File: config.mk
export PLATFORM = sky130hd
export DESIGN_NAME = stack_controller_flat
export DESIGN_NICKNAME = d
export VERILOG_FILES = /design/src/rtl/stack_controller_pkg.sv /design/src/rtl/stack_controller_if.sv /design/src/rtl/stack_controller_stack_pointer.sv /design/src/rtl/stack_controller.sv /design/src/flat_wrapper.sv
export SDC_FILE = /design/constraint.sdc
export NUM_CORES = 1
export LEC_CHECK = 0
export ABC_CLOCK_PERIOD_IN_PS = 2200
export CELL_PAD_IN_SITES_DETAIL_PLACEMENT = 0
export CELL_PAD_IN_SITES_GLOBAL_PLACEMENT = 1
export CORE_MARGIN = 10
export CORE_UTILIZATION = 35
export CTS_BUF_LIST = sky130_fd_sc_hd__clkbuf_16
export DETAILED_ROUTE_END_ITERATION = 12
export PLACE_DENSITY = 0.79
export SLEW_MARGIN = 25
export SYNTH_ARGS = -nofsm -noshare
export SYNTH_HDL_FRONTEND = slang
export SYNTH_SLANG_ARGS = --single-unit
File: constraint.sdc
create_clock -name clk -period 2.2 [get_ports clk]
set_input_delay 0.55 -clock clk [delete_from_list [all_inputs] [get_ports clk]]
set_output_delay 0.55 -clock clk [all_outputs]
set_load 0.02 [all_outputs]
File: src/rtl/stack_controller_pkg.sv
// Shared types and constants for the stack controller and its memory interface.
package stack_controller_pkg;

    localparam int unsigned MEMORY_ADDR_BITS = 4;
    localparam int unsigned DATA_W           = 4;

    typedef logic [DATA_W-1:0] cell_t;

    typedef enum logic [1:0] {
        MEM_NONE  = 2'b00,
        MEM_WRITE = 2'b01,
        MEM_READ  = 2'b10,
        MEM_CLEAR = 2'b11
    } mem_mode_e;

    typedef enum logic [1:0] {
        CMD_NOP   = 2'b00,
        CMD_PUSH  = 2'b01,
        CMD_POP   = 2'b10,
        CMD_CLEAR = 2'b11
    } stack_cmd_e;

    typedef enum logic [2:0] {
        ST_INIT    = 3'd0,
        ST_IDLE    = 3'd1,
        ST_WRITE   = 3'd2,
        ST_READ    = 3'd3,
        ST_CAPTURE = 3'd4,
        ST_CLEAR   = 3'd5
    } state_e;

    typedef struct packed {
        stack_cmd_e op;
        cell_t      data;
    } cmd_t;

    // Memory mode driven while the controller sits in a given state.
    function automatic mem_mode_e state_mem_mode(state_e s);
        mem_mode_e m;
        m = MEM_NONE;
        case (s)
            ST_WRITE:            m = MEM_WRITE;
            ST_READ, ST_CAPTURE: m = MEM_READ;
            ST_CLEAR:            m = MEM_CLEAR;
            default:             m = MEM_NONE;
        endcase
        return m;
    endfunction

endpackage

File: src/rtl/stack_controller_if.sv
// Command handshake, status and memory-side signals of the stack controller.
interface stack_controller_if
    import stack_controller_pkg::*;
#(
    parameter int unsigned ADDR_BITS = MEMORY_ADDR_BITS
) ();

    logic                 cmd_valid;
    stack_cmd_e           cmd;
    cell_t                cmd_data;
    logic                 cmd_ready;
    logic                 pop_valid;
    cell_t                pop_data;
    cell_t                top;
    logic [ADDR_BITS:0]   depth;
    logic                 empty;
    logic                 full;
    logic                 err_overflow;
    logic                 err_underflow;
    mem_mode_e            mem_mode;
    logic [ADDR_BITS-1:0] mem_addr;
    cell_t                mem_wdata;
    cell_t                mem_rdata;

    modport slave (
        input  cmd_valid, cmd, cmd_data, mem_rdata,
        output cmd_ready, pop_valid, pop_data, top, depth, empty, full,
               err_overflow, err_underflow, mem_mode, mem_addr, mem_wdata
    );

    modport master (
        output cmd_valid, cmd, cmd_data, mem_rdata,
        input  cmd_ready, pop_valid, pop_data, top, depth, empty, full,
               err_overflow, err_underflow, mem_mode, mem_addr, mem_wdata
    );

endinterface

File: src/rtl/stack_controller_stack_pointer.sv
// Stack depth register with increment/decrement/clear and registered full/empty flags.
module stack_pointer #(
    parameter int unsigned ADDR_BITS = 4
) (
    input  logic               clk,
    input  logic               rst_n,
    input  logic               inc_i,
    input  logic               dec_i,
    input  logic               clr_i,
    output logic [ADDR_BITS:0] depth_o,
    output logic               empty_o,
    output logic               full_o
);

    localparam int unsigned        DEPTH_W   = ADDR_BITS + 1;
    localparam logic [DEPTH_W-1:0] DEPTH_MAX = DEPTH_W'(1) << ADDR_BITS;

    logic [DEPTH_W-1:0] depth_q, depth_d;
    logic               empty_q, full_q;

    always_comb begin
        depth_d = depth_q;
        if (clr_i) begin
            depth_d = '0;
        end else if (inc_i) begin
            depth_d = depth_q + DEPTH_W'(1);
        end else if (dec_i) begin
            depth_d = depth_q - DEPTH_W'(1);
        end
    end

    // Flags derive from the next depth so they line up with depth_q every cycle.
    always_ff @(posedge clk or negedge rst_n) begin
        if (!rst_n) begin
            depth_q <= '0;
            empty_q <= 1'b1;
            full_q  <= 1'b0;
        end else begin
            depth_q <= depth_d;
            empty_q <= (depth_d == '0);
            full_q  <= (depth_d == DEPTH_MAX);
        end
    end

    assign depth_o = depth_q;
    assign empty_o = empty_q;
    assign full_o  = full_q;

endmodule

File: src/rtl/stack_controller.sv
// Push/pop/clear sequencer in front of the stack memory with a cached top-of-stack.
module stack_controller
    import stack_controller_pkg::*;
#(
    parameter int unsigned ADDR_BITS = MEMORY_ADDR_BITS
) (
    input  logic              clk,
    input  logic              rst_n,
    stack_controller_if.slave bus
);

    localparam int unsigned DEPTH_W = ADDR_BITS + 1;

    state_e               state_q, state_d;
    logic                 cmd_ready_q, cmd_ready_d;
    logic                 pop_valid_q, pop_valid_d;
    cell_t                pop_data_q, pop_data_d;
    cell_t                top_q, top_d;
    logic                 err_ovf_q, err_ovf_d;
    logic                 err_unf_q, err_unf_d;
    mem_mode_e            mem_mode_q, mem_mode_d;
    logic [ADDR_BITS-1:0] mem_addr_q, mem_addr_d;
    cell_t                mem_wdata_q, mem_wdata_d;

    cmd_t                 cmd_c;
    logic                 accept_c;
    logic                 sp_inc_c, sp_dec_c, sp_clr_c;
    logic [DEPTH_W-1:0]   depth_w;
    logic                 empty_w, full_w;

    stack_pointer #(.ADDR_BITS(ADDR_BITS)) u_stack_pointer (
        .clk     (clk),
        .rst_n   (rst_n),
        .inc_i   (sp_inc_c),
        .dec_i   (sp_dec_c),
        .clr_i   (sp_clr_c),
        .depth_o (depth_w),
        .empty_o (empty_w),
        .full_o  (full_w)
    );

    assign cmd_c    = '{op: bus.cmd, data: bus.cmd_data};
    assign accept_c = (state_q == ST_IDLE) && cmd_ready_q && bus.cmd_valid;

    // State and output registers.
    always_ff @(posedge clk or negedge rst_n) begin
        if (!rst_n) begin
            state_q     <= ST_INIT;
            cmd_ready_q <= 1'b0;
            pop_valid_q <= 1'b0;
            pop_data_q  <= '0;
            top_q       <= '0;
            err_ovf_q   <= 1'b0;
            err_unf_q   <= 1'b0;
            mem_mode_q  <= MEM_NONE;
            mem_addr_q  <= '0;
            mem_wdata_q <= '0;
        end else begin
            state_q     <= state_d;
            cmd_ready_q <= cmd_ready_d;
            pop_valid_q <= pop_valid_d;
            pop_data_q  <= pop_data_d;
            top_q       <= top_d;
            err_ovf_q   <= err_ovf_d;
            err_unf_q   <= err_unf_d;
            mem_mode_q  <= mem_mode_d;
            mem_addr_q  <= mem_addr_d;
            mem_wdata_q <= mem_wdata_d;
        end
    end

    // Next state; INIT wipes memory through the CLEAR state before going idle.
    always_comb begin
        state_d = state_q;
        case (state_q)
            ST_INIT: state_d = ST_CLEAR;
            ST_IDLE: begin
                if (accept_c) begin
                    case (cmd_c.op)
                        CMD_PUSH:  if (!full_w) state_d = ST_WRITE;
                        CMD_POP:   if (!empty_w && (depth_w != DEPTH_W'(1))) state_d = ST_READ;
                        CMD_CLEAR: state_d = ST_CLEAR;
                        default:   state_d = ST_IDLE;
                    endcase
                end
            end
            ST_WRITE:   state_d = ST_IDLE;
            ST_READ:    state_d = ST_CAPTURE;
            ST_CAPTURE: state_d = ST_IDLE;
            ST_CLEAR:   state_d = ST_IDLE;
            default:    state_d = ST_INIT;
        endcase
    end

    // Output/datapath next values; registered alongside the state so they match it.
    always_comb begin
        cmd_ready_d = (state_d == ST_IDLE);
        mem_mode_d  = state_mem_mode(state_d);
        mem_addr_d  = mem_addr_q;
        mem_wdata_d = mem_wdata_q;
        pop_valid_d = 1'b0;
        pop_data_d  = pop_data_q;
        top_d       = top_q;
        err_ovf_d   = 1'b0;
        err_unf_d   = 1'b0;
        sp_inc_c    = 1'b0;
        sp_dec_c    = 1'b0;
        sp_clr_c    = 1'b0;
        case (state_q)
            ST_IDLE: begin
                if (accept_c) begin
                    case (cmd_c.op)
                        CMD_PUSH: begin
                            if (full_w) begin
                                err_ovf_d = 1'b1;
                            end else begin
                                mem_addr_d  = ADDR_BITS'(depth_w);
                                mem_wdata_d = cmd_c.data;
                            end
                        end
                        CMD_POP: begin
                            if (empty_w) begin
                                err_unf_d = 1'b1;
                            end else begin
                                pop_valid_d = 1'b1;
                                pop_data_d  = top_q;
                                sp_dec_c    = 1'b1;
                                if (depth_w == DEPTH_W'(1)) begin
                                    top_d = '0;
                                end else begin
                                    mem_addr_d = ADDR_BITS'(depth_w - DEPTH_W'(2));
                                end
                            end
                        end
                        default: ;
                    endcase
                end
            end
            ST_WRITE: begin
                top_d    = mem_wdata_q;
                sp_inc_c = 1'b1;
            end
            ST_CAPTURE: top_d = bus.mem_rdata;
            ST_CLEAR: begin
                top_d    = '0;
                sp_clr_c = 1'b1;
            end
            default: ;
        endcase
    end

    assign bus.cmd_ready     = cmd_ready_q;
    assign bus.pop_valid     = pop_valid_q;
    assign bus.pop_data      = pop_data_q;
    assign bus.top           = top_q;
    assign bus.depth         = depth_w;
    assign bus.empty         = empty_w;
    assign bus.full          = full_w;
    assign bus.err_overflow  = err_ovf_q;
    assign bus.err_underflow = err_unf_q;
    assign bus.mem_mode      = mem_mode_q;
    assign bus.mem_addr      = mem_addr_q;
    assign bus.mem_wdata     = mem_wdata_q;

endmodule
File: src/flat_wrapper.sv
// flat-port wrapper written by rule: the top's interface ports become plain ports
module stack_controller_flat import stack_controller_pkg::*;
#(
    parameter int unsigned ADDR_BITS = MEMORY_ADDR_BITS
)
  (clk, rst_n, bus_cmd_valid, bus_cmd, bus_cmd_data, bus_mem_rdata, bus_cmd_ready, bus_pop_valid, bus_pop_data, bus_top, bus_depth, bus_empty, bus_full, bus_err_overflow, bus_err_underflow, bus_mem_mode, bus_mem_addr, bus_mem_wdata);
  stack_controller_if #(.ADDR_BITS(ADDR_BITS)) bus_i ();
  input  logic clk;
  input  logic rst_n;
  input wire logic [$bits(bus_i.cmd_valid)-1:0] bus_cmd_valid;
  input wire logic [$bits(bus_i.cmd)-1:0] bus_cmd;
  input wire logic [$bits(bus_i.cmd_data)-1:0] bus_cmd_data;
  input wire logic [$bits(bus_i.mem_rdata)-1:0] bus_mem_rdata;
  output wire logic [$bits(bus_i.cmd_ready)-1:0] bus_cmd_ready;
  output wire logic [$bits(bus_i.pop_valid)-1:0] bus_pop_valid;
  output wire logic [$bits(bus_i.pop_data)-1:0] bus_pop_data;
  output wire logic [$bits(bus_i.top)-1:0] bus_top;
  output wire logic [$bits(bus_i.depth)-1:0] bus_depth;
  output wire logic [$bits(bus_i.empty)-1:0] bus_empty;
  output wire logic [$bits(bus_i.full)-1:0] bus_full;
  output wire logic [$bits(bus_i.err_overflow)-1:0] bus_err_overflow;
  output wire logic [$bits(bus_i.err_underflow)-1:0] bus_err_underflow;
  output wire logic [$bits(bus_i.mem_mode)-1:0] bus_mem_mode;
  output wire logic [$bits(bus_i.mem_addr)-1:0] bus_mem_addr;
  output wire logic [$bits(bus_i.mem_wdata)-1:0] bus_mem_wdata;
  assign bus_i.cmd_valid = bus_cmd_valid;
  assign bus_i.cmd = bus_cmd;
  assign bus_i.cmd_data = bus_cmd_data;
  assign bus_i.mem_rdata = bus_mem_rdata;
  assign bus_cmd_ready = bus_i.cmd_ready;
  assign bus_pop_valid = bus_i.pop_valid;
  assign bus_pop_data = bus_i.pop_data;
  assign bus_top = bus_i.top;
  assign bus_depth = bus_i.depth;
  assign bus_empty = bus_i.empty;
  assign bus_full = bus_i.full;
  assign bus_err_overflow = bus_i.err_overflow;
  assign bus_err_underflow = bus_i.err_underflow;
  assign bus_mem_mode = bus_i.mem_mode;
  assign bus_mem_addr = bus_i.mem_addr;
  assign bus_mem_wdata = bus_i.mem_wdata;
  stack_controller #(.ADDR_BITS(ADDR_BITS)) u_core (.clk(clk), .rst_n(rst_n), .bus(bus_i));
endmodule
==> impl_metrics.env <==
export IMPL_status="completed"
export IMPL_post_route_cells_drive_above_1_share_pct=20.7
export IMPL_critical_path_arrival_ps=2250
export IMPL_worst_pin_slew_ps=573
export IMPL_hold_viol_final=0
export IMPL_cp_top_family="buffers and inverters"
export IMPL_syn_to_final_growth_pct=43.5
export IMPL_nets=221
export IMPL_yosysWarnings=0
export IMPL_r2r_end="u_core.bus.top[0]"
export IMPL_fp_dieW_um=87.9
export IMPL_critPathRequiredTime_ps=2360
export IMPL_place_ws_ps=-130
export IMPL_grt_max_degree=33
export IMPL_fillers=396
export IMPL_cts_root_buf="clkbuf_16"
export IMPL_syn_cell_area_um2=1620
export IMPL_first_pass_iters=6
export IMPL_syn_nets=162
export IMPL_cts_hold_buf=0
export IMPL_design_area_um2=2320
export IMPL_via_count=1289
export IMPL_worstReg2RegStart="u_core.u_stack_pointer.depth_o[1]"
export IMPL_ys_flop_type="dfrtp_1"
export IMPL_io_buffers=41
export IMPL_core_um2=4410
export IMPL_syn_avg_cell_area_um2=11.3
export IMPL_cp_buffers_inverters=3
export IMPL_die_area_um2=7730
export IMPL_post_cts_buffers=0
export IMPL_maxSlewViolCount=0
export IMPL_rsz0062_at_grt="no"
export IMPL_vias_per_cell=5.05
export IMPL_synth_edf_count=0
export IMPL_synth_distinct_cells=45
export IMPL_drt_iter0_drc=103
export IMPL_die_h_um=87.9
export IMPL_seqPwrFrac_pct=32.3
export IMPL_r2r_cells=7
export IMPL_wire_per_inst_um=15.8
export IMPL_slew_limit_headroom_pct=61.7
export IMPL_critPathLaunchType="input port"
export IMPL_power_density_nw_per_um2=1320
export IMPL_grt_usage_pct=10.8
export IMPL_p_leak_nw=1.07
export IMPL_grt_overflow_total=0
export IMPL_tritoncts="built"
export IMPL_power_switching_w=0.00114
export IMPL_combPwrFrac_pct=47.2
export IMPL_drcViolationCount=0
export IMPL_htree_levels=2
export IMPL_end_kind="flip-flop"
export IMPL_whs_path_depth=1
export IMPL_grt_pass1_wl_um=6720
export IMPL_p_clk_share_pct=20.5
export IMPL_critical_path_peak_fanout=5
export IMPL_diodes=0
export IMPL_clk_path_buf_depth=2
export IMPL_start_util_pct=36.6
export IMPL_grt_antenna_before_repair=0
export IMPL_crit_type="input port to flip-flop"
export IMPL_whs_ps=499
export IMPL_r2r_slack_ps=180
export IMPL_fin_util_pct=52.5
export IMPL_ant_nets=0
export IMPL_place_congestion=0.831
export IMPL_maxCapViolCount=0
export IMPL_totalWireLength_um=4020
export IMPL_synth_seq_cells=32
export IMPL_period_minus_slack_ps=2090
export IMPL_worst_clock_skew_ps=4.00
export IMPL_clock_latency_ps=270
export IMPL_power_internal_w=0.00192
export IMPL_design_power_total_w=0.00306
export IMPL_async_flop_share_pct=100
export IMPL_fin_ws_ps=110
export IMPL_max_freq_mhz=478
export IMPL_path_cells="clkdlybuf4s50_1 -> nor3b_2 -> buf_4 -> nand3_2 -> clkinv_2 -> a32oi_1 -> xor2_1 -> nor4_1"
export IMPL_layout_common_cells="clkdlybuf4s50_1, dfrtp_1, buf_4, mux2_2"
export IMPL_dp_hpwl_um=3110
export IMPL_netSwitchingFraction_pct=37.1
export IMPL_slowest_delay_ps=520
export IMPL_num_io_pins=42
export IMPL_holdPathEnd="u_core.bus.pop_data[0]"
export IMPL_clkTransAtPathRegs_ps=50
export IMPL_netlist_instances=143
export IMPL_critical_path_slowest_cell="clkdlybuf4s50_1"
export IMPL_hold_path_class="flip-flop to flip-flop"
export IMPL_grt_pass1_vias=1334
export IMPL_dpl_cell_area_um2=2180
export IMPL_numClockSinks=32
export IMPL_ir_drop_mv=0.753
export IMPL_min_from="u_core.bus.pop_data[0]"
export IMPL_fp_row_count=24
export IMPL_setup_viol=0
export IMPL_layout_commonest_cell="clkdlybuf4s50_1"
export IMPL_fin_crit_sh_pct=95.0
export IMPL_cts_buffers=5
export IMPL_seq_area_frac_synth_pct=49.7
[synthesized netlist by cell type (all sizes together), types with 2 or more instances]
cell	instances	area, um2
ha	6	75.1
nand2	11	41.3
nor2	8	30.0
and2	2	12.5
buf	5	37.5
nor4	4	40.0
a21oi	2	10.0
nor3b	3	22.5
o31ai	2	20.0
and3	3	18.8
xnor2	5	43.8
o21ai	2	10.0
nor4bb	2	20.0
dfrtp	31	776
nor2b	5	31.3
inv	9	33.8
nand3	3	20.0
mux2	12	135
nor3	3	15.0
a222oi	4	40.0
[layer usage]
layer | vias up | global-route usage (%) | part of all wire, %
met1 | 616 | 13.6 | 44
met3 | 2 | 4.83 | 10
met5 | - | 0 | 0
li1 | 626 | - | -
met4 | 0 | 1.74 | 0.50
met2 | 45 | 16.8 | 45
[layout make-up]
| cell class | instances | area [um2] | area share, % |
|---|---|---|---|
| well taps | 52 | 65.1 | 2.81 |
| multi-input cells | 95 | 738 | 31.8 |
| flip-flops and latches | 32 | 802 | 34.6 |
| inverters | 10 | 38.8 | 1.67 |
| clock inverters | 3 | 11.3 | 0.486 |
| clock buffers | 5 | 125 | 5.40 |
| repair buffers | 58 | 538 | 23.2 |
[per-stage QoR]
step / setup TNS, ps / std cells
floorplan: 0 / 143
global placement: -1020 / 247
detailed placement: -1270 / 247
CTS: 0 / 255
global route: 0 / 255
finish: 0 / 255
[worst max path at each step]
stage                                           start                            end  slack (ps)  depth (start not counted)
floorplan           u_core.u_stack_pointer.depth_o[1]              u_core.bus.top[0]         100                          7
CTS                                        bus_cmd[1]  u_core.u_stack_pointer.full_o          40                          8
global route                               bus_cmd[1]  u_core.u_stack_pointer.full_o          20                          8
finish                                     bus_cmd[1]  u_core.u_stack_pointer.full_o         110                          8
detailed placement                         bus_cmd[1]        u_core.bus.mem_wdata[0]        -130                          5
global placement                           bus_cmd[1]        u_core.bus.mem_wdata[0]         -90                          5
[registers in the layout, indices dropped and copies added, names as in the netlist]
| name | count |
|---|---|
| u_core.bus.cmd_ready | 1 |
| u_core.bus.err_overflow | 1 |
| u_core.bus.err_underflow | 1 |
| u_core.bus.mem_addr | 4 |
| u_core.bus.mem_mode | 2 |
| u_core.bus.mem_wdata | 4 |
| u_core.bus.pop_data | 4 |
| u_core.bus.pop_valid | 1 |
| u_core.bus.top | 4 |
| u_core.state_q | 3 |
| u_core.u_stack_pointer.depth_o | 5 |
| u_core.u_stack_pointer.empty_o | 1 |
| u_core.u_stack_pointer.full_o | 1 |
[power by group through the flow]
stage / Combinational (W) / Clock [W] / Sequential [W]
global placement: 0.00143 / 0 / 0.000986
CTS: 0.00147 / 0.000644 / 0.000989
global route: 0.00158 / 0.000672 / 0.00103
detailed placement: 0.00146 / 0 / 0.000997
floorplan: 0.000618 / 0 / 0.00117
finish: 0.00145 / 0.000627 / 0.000989
[what timing repair did]
action                     in CTS  in global routing
setup endpoints to repair       0                  2
resized for setup               0                  1
hold endpoints to repair        0                  0
[kinds of logic (layout without fill, tap and decap cells)]
group           count (synthesis)  count (layout)  synth area share [%]
flops                          32              32                  49.7
buf+inv                        16              76                  4.96
simple gates                   51              51                  19.2
compound gates                 20              20                  9.92
xor+xnor                        6               6                  3.25
mux                            12              12                  8.37
fa+ha+maj                       6               6                  4.65
Note: power is estimated with default switching activity, not from simulation.
